--- src/rtl/ps2_pkg.sv ---
// Shared definitions for the PS/2 game-key receiver: scan codes, key bit positions and frame states.
package ps2_pkg;

    typedef enum logic [1:0] {
        ST_IDLE,
        ST_DATA,
        ST_PARITY,
        ST_STOP
    } rx_state_e;

    localparam logic [7:0] SC_BREAK = 8'hF0;
    localparam logic [7:0] SC_EXT   = 8'hE0;

    localparam logic [7:0] SC_W     = 8'h1D;
    localparam logic [7:0] SC_S     = 8'h1B;
    localparam logic [7:0] SC_A     = 8'h1C;
    localparam logic [7:0] SC_D     = 8'h23;

    localparam logic [7:0] SC_I     = 8'h43;
    localparam logic [7:0] SC_K     = 8'h42;
    localparam logic [7:0] SC_J     = 8'h3B;
    localparam logic [7:0] SC_L     = 8'h4B;

    localparam logic [7:0] SC_UP    = 8'h75;
    localparam logic [7:0] SC_DOWN  = 8'h72;
    localparam logic [7:0] SC_LEFT  = 8'h6B;
    localparam logic [7:0] SC_RIGHT = 8'h74;

    localparam logic [2:0] KEY_P1_UP    = 3'd0;
    localparam logic [2:0] KEY_P1_DOWN  = 3'd1;
    localparam logic [2:0] KEY_P1_LEFT  = 3'd2;
    localparam logic [2:0] KEY_P1_RIGHT = 3'd3;
    localparam logic [2:0] KEY_P2_UP    = 3'd4;
    localparam logic [2:0] KEY_P2_DOWN  = 3'd5;
    localparam logic [2:0] KEY_P2_LEFT  = 3'd6;
    localparam logic [2:0] KEY_P2_RIGHT = 3'd7;

endpackage

--- src/rtl/ps2_frame_rx.sv ---
// PS/2 line conditioning and 11-bit frame deframer; delivers a checked byte or an error pulse.
// Byte/error appear the cycle after the stop-bit falling-edge strobe; no backpressure (keyboard drives timing).
module ps2_frame_rx
    import ps2_pkg::*;
#(
    parameter int FILTER_LEN     = 8,
    parameter int TIMEOUT_CYCLES = 20000
) (
    input  logic       clk,
    input  logic       reset,
    input  logic       ps2_clk,
    input  logic       ps2_data,
    output logic [7:0] rx_dat,
    output logic       rx_vld,
    output logic       rx_err
);

    localparam int FCNT_W = $clog2(FILTER_LEN + 1);
    localparam int TO_W   = $clog2(TIMEOUT_CYCLES + 1);

    logic              clk_s1_q, clk_s2_q, dat_s1_q, dat_s2_q;
    logic              filt_q, filt_d;
    logic [FCNT_W-1:0] fcnt_q, fcnt_d;
    logic              fe_q, fe_d;
    rx_state_e         state_q, state_d;
    logic [2:0]        bit_cnt_q, bit_cnt_d;
    logic [7:0]        shift_q, shift_d;
    logic              par_q, par_d;
    logic [TO_W-1:0]   to_cnt_q, to_cnt_d;
    logic [7:0]        rx_dat_q, rx_dat_d;
    logic              rx_vld_q, rx_vld_d;
    logic              rx_err_q, rx_err_d;

    // Filtered clock flips only after FILTER_LEN consecutive disagreeing samples.
    always_comb begin
        filt_d = filt_q;
        fcnt_d = '0;
        fe_d   = 1'b0;
        if (clk_s2_q != filt_q) begin
            if (fcnt_q == FCNT_W'(FILTER_LEN - 1)) begin
                filt_d = clk_s2_q;
                fe_d   = filt_q;
            end else begin
                fcnt_d = fcnt_q + 1'b1;
            end
        end
    end

    always_comb begin
        state_d   = state_q;
        bit_cnt_d = bit_cnt_q;
        shift_d   = shift_q;
        par_d     = par_q;
        to_cnt_d  = '0;
        rx_dat_d  = rx_dat_q;
        rx_vld_d  = 1'b0;
        rx_err_d  = 1'b0;

        if (state_q != ST_IDLE && !fe_q) begin
            if (to_cnt_q == TO_W'(TIMEOUT_CYCLES - 1)) begin
                rx_err_d = 1'b1;
                state_d  = ST_IDLE;
            end else begin
                to_cnt_d = to_cnt_q + 1'b1;
            end
        end

        if (fe_q) begin
            case (state_q)
                ST_IDLE: begin
                    if (!dat_s2_q) begin
                        state_d   = ST_DATA;
                        bit_cnt_d = 3'd0;
                    end
                end
                ST_DATA: begin
                    shift_d   = {dat_s2_q, shift_q[7:1]};
                    bit_cnt_d = bit_cnt_q + 3'd1;
                    if (bit_cnt_q == 3'd7) begin
                        state_d = ST_PARITY;
                    end
                end
                ST_PARITY: begin
                    par_d   = dat_s2_q;
                    state_d = ST_STOP;
                end
                default: begin
                    state_d = ST_IDLE;
                    if (dat_s2_q && (^{shift_q, par_q})) begin
                        rx_vld_d = 1'b1;
                        rx_dat_d = shift_q;
                    end else begin
                        rx_err_d = 1'b1;
                    end
                end
            endcase
        end
    end

    always_ff @(posedge clk) begin
        if (reset) begin
            clk_s1_q  <= 1'b1;
            clk_s2_q  <= 1'b1;
            dat_s1_q  <= 1'b1;
            dat_s2_q  <= 1'b1;
            filt_q    <= 1'b1;
            fcnt_q    <= '0;
            fe_q      <= 1'b0;
            state_q   <= ST_IDLE;
            bit_cnt_q <= 3'd0;
            shift_q   <= 8'h00;
            par_q     <= 1'b0;
            to_cnt_q  <= '0;
            rx_dat_q  <= 8'h00;
            rx_vld_q  <= 1'b0;
            rx_err_q  <= 1'b0;
        end else begin
            clk_s1_q  <= ps2_clk;
            clk_s2_q  <= clk_s1_q;
            dat_s1_q  <= ps2_data;
            dat_s2_q  <= dat_s1_q;
            filt_q    <= filt_d;
            fcnt_q    <= fcnt_d;
            fe_q      <= fe_d;
            state_q   <= state_d;
            bit_cnt_q <= bit_cnt_d;
            shift_q   <= shift_d;
            par_q     <= par_d;
            to_cnt_q  <= to_cnt_d;
            rx_dat_q  <= rx_dat_d;
            rx_vld_q  <= rx_vld_d;
            rx_err_q  <= rx_err_d;
        end
    end

    assign rx_dat = rx_dat_q;
    assign rx_vld = rx_vld_q;
    assign rx_err = rx_err_q;

endmodule

--- src/rtl/ps2_game_keys.sv ---
// PS/2 keyboard to 8 held paddle-key levels; PS2_EXTENDED_EN moves P2 onto the E0-prefixed arrow keys.
// code/keys update 2 sync + FILTER_LEN + 2 cycles after the raw stop-bit edge; no backpressure.
module ps2_game_keys
    import ps2_pkg::*;
#(
    parameter int FILTER_LEN     = 8,
    parameter int TIMEOUT_CYCLES = 20000
) (
    input  logic       clk,
    input  logic       reset,
    input  logic       ps2_clk,
    input  logic       ps2_data,
    output logic [7:0] code,
    output logic       code_valid,
    output logic       frame_err,
    output logic [7:0] keys
);

    logic [7:0] rx_dat;
    logic       rx_vld, rx_err;

    ps2_frame_rx #(
        .FILTER_LEN     (FILTER_LEN),
        .TIMEOUT_CYCLES (TIMEOUT_CYCLES)
    ) u_frame_rx (
        .clk      (clk),
        .reset    (reset),
        .ps2_clk  (ps2_clk),
        .ps2_data (ps2_data),
        .rx_dat   (rx_dat),
        .rx_vld   (rx_vld),
        .rx_err   (rx_err)
    );

    logic [7:0] code_q, code_d;
    logic       code_valid_q, code_valid_d;
    logic       frame_err_q, frame_err_d;
    logic [7:0] keys_q, keys_d;
    logic       brk_q, brk_d;
`ifdef PS2_EXTENDED_EN
    logic       ext_q, ext_d;
`endif
    logic       km_hit;
    logic [2:0] km_idx;

    always_comb begin
        km_hit = 1'b1;
        km_idx = KEY_P1_UP;
        case (rx_dat)
            SC_W:     km_idx = KEY_P1_UP;
            SC_S:     km_idx = KEY_P1_DOWN;
            SC_A:     km_idx = KEY_P1_LEFT;
            SC_D:     km_idx = KEY_P1_RIGHT;
`ifdef PS2_EXTENDED_EN
            // Without the E0 prefix these are keypad keys and must not steer P2.
            SC_UP:    begin km_idx = KEY_P2_UP;    km_hit = ext_q; end
            SC_DOWN:  begin km_idx = KEY_P2_DOWN;  km_hit = ext_q; end
            SC_LEFT:  begin km_idx = KEY_P2_LEFT;  km_hit = ext_q; end
            SC_RIGHT: begin km_idx = KEY_P2_RIGHT; km_hit = ext_q; end
`else
            SC_I:     km_idx = KEY_P2_UP;
            SC_K:     km_idx = KEY_P2_DOWN;
            SC_J:     km_idx = KEY_P2_LEFT;
            SC_L:     km_idx = KEY_P2_RIGHT;
`endif
            default:  km_hit = 1'b0;
        endcase
    end

    always_comb begin
        code_d       = code_q;
        code_valid_d = rx_vld;
        frame_err_d  = rx_err;
        keys_d       = keys_q;
        brk_d        = brk_q;
`ifdef PS2_EXTENDED_EN
        ext_d        = ext_q;
`endif
        if (rx_err) begin
            brk_d = 1'b0;
`ifdef PS2_EXTENDED_EN
            ext_d = 1'b0;
`endif
        end else if (rx_vld) begin
            code_d = rx_dat;
            if (rx_dat == SC_BREAK) begin
                brk_d = 1'b1;
`ifdef PS2_EXTENDED_EN
            end else if (rx_dat == SC_EXT) begin
                ext_d = 1'b1;
`endif
            end else begin
                if (km_hit) begin
                    keys_d[km_idx] = ~brk_q;
                end
                brk_d = 1'b0;
`ifdef PS2_EXTENDED_EN
                ext_d = 1'b0;
`endif
            end
        end
    end

    always_ff @(posedge clk) begin
        if (reset) begin
            code_q       <= 8'h00;
            code_valid_q <= 1'b0;
            frame_err_q  <= 1'b0;
            keys_q       <= 8'h00;
            brk_q        <= 1'b0;
`ifdef PS2_EXTENDED_EN
            ext_q        <= 1'b0;
`endif
        end else begin
            code_q       <= code_d;
            code_valid_q <= code_valid_d;
            frame_err_q  <= frame_err_d;
            keys_q       <= keys_d;
            brk_q        <= brk_d;
`ifdef PS2_EXTENDED_EN
            ext_q        <= ext_d;
`endif
        end
    end

    assign code       = code_q;
    assign code_valid = code_valid_q;
    assign frame_err  = frame_err_q;
    assign keys       = keys_q;

endmodule

--- config.mk ---
export PLATFORM = sky130hd
export DESIGN_NAME = ps2_game_keys
export DESIGN_NICKNAME = d
export VERILOG_FILES = /design/src/rtl/ps2_pkg.sv /design/src/rtl/ps2_frame_rx.sv /design/src/rtl/ps2_game_keys.sv
export SDC_FILE = /design/constraint.sdc
export NUM_CORES = 1
export LEC_CHECK = 0
export CELL_PAD_IN_SITES_DETAIL_PLACEMENT = 0
export CELL_PAD_IN_SITES_GLOBAL_PLACEMENT = 1
export CORE_MARGIN = 2
export CORE_UTILIZATION = 40
export DETAILED_ROUTE_END_ITERATION = 8
export HOLD_SLACK_MARGIN = 0.08
export PLACE_DENSITY = 0.71
export SLEW_MARGIN = 15
export SYNTH_ARGS = -nofsm -noshare
export SYNTH_HDL_FRONTEND = slang
export SYNTH_SLANG_ARGS = --single-unit
--- constraint.sdc ---
create_clock -name clk -period 1.7 [get_ports clk]
set_input_delay 0.34 -clock clk [delete_from_list [all_inputs] [get_ports clk]]
set_output_delay 0.34 -clock clk [all_outputs]
set_load 0.05 [all_outputs]
==> flow_summary.toml, run 1 <==
[synthesis]
ys_warn_count = 0
syn_nets = 332
yosysMostFrequentCell = "dfxtp_1"
yosys-top-cells-area = "dfxtp_1, mux2i_1, nor2_1, nand2_1, xnor2_1"
synth_edf_count = 0
yosys.area.top_type_share_pct = 45.8
synth_top_cell_by_area = "dfxtp_1"
synth.distinct_cells = 41
avgSynthCellArea_um2 = 9.18
syn_inst = 324
netlist_top_cells_count = "dfxtp_1, nor2_1, nand2_1"
ys_seq_elements = 68
async_flop_share_pct = 0
synthFlopType = "dfxtp_1"
yosysSeqAreaShare_pct = 45.8
synth_area_um2 = 2980

[timing]
relSlewSlack_pct = 74.8
skew_ns = 0.0114
hold_viol = 0
setup_ws_ns = -0.0109
tns_ns = -0.0109
tightest_slew_ns = 0.375
setup_viol = 1
rsz0062_at_grt = "true"
min_period_ns = 1.71
fin_crit_sh_pct = 101
clock.fmax_ghz = 0.584
drv_slew = 0

[pwr]
intPower_w = 0.00230
p_switching_w = 0.000682
leakage_nw = 1.53
p_sw_share_pct = 22.9
p_seq_share_pct = 53.6
vdd_drop_max_uv = 449
clock_power_share_pct = 44.9
p_comb_share_pct = 1.5
powerDensity_nw_per_um2 = 814

[clock_network]
ctsHoldBuffers = 0
clk_pin_slew_ns = 0.08
numClockSinks = 68
clockBufferDepth = 2
worstSkewPairLatency_ns = 0.34
root_buffer = "clkbuf_8"
htreeDepth = 3
cts_tree = "built"
cts_buffers = 9

[setup_path]
critical_path_peak_fanout = 9
cp.buffers_inverters = 1
end_kind = "register"
startpoint_type = "register"
path_class = "register to register"
crit_family = "XOR/XNOR gates"
critPathSlowestCell = "xnor3_2"
arrival_ns = 1.94
worst_path_largest_cell_delay_ns = 0.49
crit_chain = "xnor2_2 -> xnor3_2 -> mux2i_4 -> buf_12 -> mux2i_2 -> nor2_1"
crit_cells = 6
rr_worst_depth = 6
cp.required_ns = 1.93

[routing]
drc = 0
routedWlPerCell_um = 12.4
drt-initial-drc-count = 105
dr.pass1.iters = 4
via_per_inst = 4.78
dr_total_vias = 2280
wirelength_mm = 5.90
ant_nets = 0

[global_routing]
grt_pass1_wl_mm = 10.6
grt_pass1_vias = 2220
grt_max_degree = 23
antenna_found_initial = 0
grt-ovfl-total = 0
grt.total_usage_pct = 16.0

[min_path]
holdPathStages = 1
hold_path_class = "register to register"

[final_layout]
n_antenna_cell = 0
fin_util_pct = 50.8
finalNonFillerCells = 477
drive_gt1_share_pct = 23.3
final_area_um2 = 3660
final_nets = 381
fill_cells = 703
syn_to_final_growth_pct = 23.1

[placed_design]
post_dp_cell_area_um2 = 3400
dpl.cell_count = 459
io_buffers = 21
gp_congestion = 0.792
post-place-ws_ns = -0.00125
hpwl_mm = 4.12

[floorplan]
fp.coreArea_um2 = 7210
row_count = 31
fp.dieW_um = 90.2
start_util_pct = 41.2
die_y_um = 90.2
ios = 22
dieArea_um2 = 8140

[outcome]
status = "finished, violations left"
violations = "setup timing"

[job]
drv_cap = 0
[final cells by class]
class | count | area, µm² | share of cell area, %
tap | 99 | 124 | 3.38
clock buffer | 9 | 124 | 3.38
clock inverter | 7 | 75.1 | 2.05
sequential | 68 | 1370 | 37.3
multi-input combinational | 230 | 1500 | 40.9
inverter | 10 | 37.5 | 1.02
timing repair buffer | 54 | 438 | 12.0
[layout by cell type, fill, tap and decap left out, drive strengths merged, types with 6 or more instances in the layout]
cell	instances
nand4	6
xor2	9
clkbuf	9
a21oi	18
xnor2	12
inv	11
dfxtp	68
nand2b	10
nor2b	6
nor2	52
buf	51
mux2i	26
nand2	30
nor4	6
nand3	13
[per-stage QoR]
| stage | hold slack, ns | total power (W) |
|---|---|---|
| detailed placement | 0.397 | 0.00168 |
| CTS | 0.420 | 0.00303 |
| global route | 0.426 | 0.00311 |
| floorplan | 0.389 | 0.00167 |
| finish | 0.416 | 0.00298 |
| global placement | 0.394 | 0.00168 |
[timing repair]
action,4_1_cts,5_1_grt
resized for setup,1,11
setup buffers,0,3
cloned,0,0
pin swaps,0,7
endpoints found under the setup margin,1,28
[routing by layer]
layer	wire, µm	share of wire, %	up-vias	GRT usage, %
met2	2540	43	22	23.2
li1	-	-	1190	-
met1	3100	53	1060	22.4
met3	164	2.8	8	4.11
met4	91	1.5	0	7.05
met5	0	0	-	0
[flip-flops by register name, indices dropped and copies added, names as in the netlist, 2 cells and up]
name,count
u_frame_rx.to_cnt_q,15
code,8
keys,8
u_frame_rx.rx_dat,8
u_frame_rx.shift_q,8
u_frame_rx.fcnt_q,4
u_frame_rx.bit_cnt_q,3
u_frame_rx.state_q,2
[cells by family after synthesis]
family          synth area share [%]
fa+ha+maj                       1.68
buf+inv                         5.21
flops                           45.8
compound gates                  6.48
xor+xnor                        7.78
simple gates                    23.9
mux                             9.17
[final timing paths]
kind              slack, ns                   end                  start
hold reg to reg        0.42   u_frame_rx.dat_s2_q    u_frame_rx.dat_s1_q
setup / recovery      -0.01  u_frame_rx.rx_dat[1]  u_frame_rx.shift_q[3]
hold / removal         0.42   u_frame_rx.dat_s2_q    u_frame_rx.dat_s1_q
setup reg to reg      -0.01  u_frame_rx.rx_dat[1]  u_frame_rx.shift_q[3]
[worst register-to-register path, delay by kind of cell (launching register included)]
family	cells	cell delay (ns)
buffers and inverters	1	0.16
xor gates and xnor gates	2	0.64
DFF	1	0.35
and+or+nand+nor	1	0.05
muxes	2	0.42
[power groups by stage]
stage	logic [W]	clock network (W)	registers, W
finish	0.0000448	0.00134	0.00160
global route	0.0000501	0.00146	0.00160
CTS	0.0000452	0.00139	0.00160
detailed placement	0.0000450	0	0.00164
global placement	0.0000448	0	0.00164
floorplan	0.0000298	0	0.00164
(Power assumes the default switching activity.)
==> inputs of run 2 (changes only) <==
- CORE_MARGIN: 2 -> 4
- CORE_UTILIZATION: 40 -> 30
- PLACE_DENSITY: 0.71 -> 0.56
- TNS_END_PERCENT: default -> 20
==> flow_summary.toml, run 2 (synthesis gave the netlist of run 1 again) <==
[timing]
drv_slew = 0
rsz0062_at_grt = "true"
setup_ws_ns = 0.0245
min_period_ns = 1.68
relSlewSlack_pct = 74.3
clock.fmax_ghz = 0.597
tightest_slew_ns = 0.381
setup_viol = 0
fin_crit_sh_pct = 98.6
hold_viol = 0
skew_ns = 0.00994

[final_layout]
final_cell_mix = "dfxtp_1, nor2_1, buf_4"
syn_to_final_growth_pct = 23.0
final_nets = 376
n_antenna_cell = 0
top_register = "u_frame_rx.to_cnt_q"
drive_gt1_share_pct = 21.4
finalNonFillerCells = 506
layout_commonest_cell = "dfxtp_1"
final_area_um2 = 3660
largest_reg_flops = 15

[pwr]
vdd_drop_max_uv = 423
powerDensity_nw_per_um2 = 854
leakage_nw = 1.52

[clock_network]
cts_buffers = 9
clockBufferDepth = 2
cts_setup_buffers = 0
root_buffer = "clkbuf_8"
numClockSinks = 68
worstSkewPairLatency_ns = 0.34
htreeDepth = 3
clk_pin_slew_ns = 0.07
cts_tree = "built"

[setup_path]
timing.rr.end = "u_frame_rx.rx_err"
path_class = "register to register"
end_kind = "register"
crit_start = "u_frame_rx.shift_q[1]"
critical_path_peak_fanout = 3
r2r_setup_slack_ns = 0.02
crit_path_end = "u_frame_rx.rx_err"
r2r_start = "u_frame_rx.shift_q[1]"
rr_worst_depth = 5
startpoint_type = "register"
arrival_ns = 1.90
cp.required_ns = 1.92

[routing]
routedWlPerCell_um = 12.1
dr.pass1.iters = 4
drc = 0
wirelength_mm = 6.12
via_per_inst = 4.42
dr_total_vias = 2236
ant_nets = 0
drt-initial-drc-count = 58

[floorplan]
row_count = 36
fp.dieW_um = 108
start_util_pct = 30.6
die_y_um = 108
fp.coreArea_um2 = 9730
dieArea_um2 = 11600
ios = 22

[job]
drv_cap = 0

[placed_design]
post-place-ws_ns = -0.0338
gp_congestion = 0.762
hpwl_mm = 4.39
dpl.cell_count = 490
io_buffers = 21
post_dp_cell_area_um2 = 3420

[global_routing]
grt_pass1_wl_mm = 10.7
antenna_found_initial = 0
grt_max_degree = 21
grt.total_usage_pct = 11.7
grt-ovfl-total = 0
grt_pass1_vias = 2193

[outcome]
status = "finished clean"

[min_path]
hold_path_class = "register to register"
[run 2: final cells by class]
class                      instances  area [µm²]
fill                            1050        6070
multi-input combinational        230        1480
sequential                        68        1370
timing repair buffer              49         395
tap                              133         166
clock buffer                      11         141
clock inverter                     5        75.1
inverter                          10        37.5
[run 2: power by group]
group / total, W / switching [W] / internal, W
logic: 0.0000442 / 0.0000260 / 0.0000183
registers: 0.00160 / 0.00000296 / 0.00160
clock network: 0.00148 / 0.000621 / 0.000860
total: 0.00312 / 0.000650 / 0.00247
[run 2: what timing repair did]
action | 4_1_cts | 5_1_grt
pin swaps | 0 | 2
resized for setup | 1 | 6
setup endpoints to repair | 2 | 26
hold buffers | 0 | 0
endpoints found under the hold margin | 0 | 0
[run 2: layer usage]
layer	wire length, µm	share of wire (%)	vias to the layer above	global-route usage (%)
met1	3200	52	1019	16.1
met5	0	0	-	0
met2	2610	43	23	17.3
met3	207	3.4	8	3.24
met4	95	1.6	0	4.60
li1	-	-	1186	-
[run 2: how the worst min path moves through the flow]
stage                   startpoint  cells after the start                   to  slack (ns)
2_1_floorplan  u_frame_rx.clk_s1_q                      1  u_frame_rx.clk_s2_q        0.39
3_3_place_gp   u_frame_rx.dat_s1_q                      1  u_frame_rx.dat_s2_q        0.39
3_5_place_dp   u_frame_rx.dat_s1_q                      1  u_frame_rx.dat_s2_q        0.39
4_1_cts        u_frame_rx.dat_s1_q                      1  u_frame_rx.dat_s2_q        0.41
5_1_grt        u_frame_rx.dat_s1_q                      1  u_frame_rx.dat_s2_q        0.43
6_report       u_frame_rx.dat_s1_q                      1  u_frame_rx.dat_s2_q        0.41
[run 2: worst max-delay path: stages (launching register included)]
cell,delay [ns]
dfxtp_2,0.33
xnor2_1,0.15
xnor3_2,0.49
or3_2,0.46
nand2_1,0.08
o41ai_1,0.06
[run 2: stage by stage]
step | utilization, % | hold WS [ns] | TNS (ns) | total power [W]
after CTS | 37.4 | 0.412 | -0.000460 | 0.00319
final | 37.6 | 0.409 | 0 | 0.00312
after floorplan | - | 0.389 | 0 | 0.00167
after global placement | 35.1 | 0.392 | 0 | 0.00168
after detailed placement | 35.1 | 0.394 | -0.0338 | 0.00168
after global routing | 37.6 | 0.428 | -0.841 | 0.00328
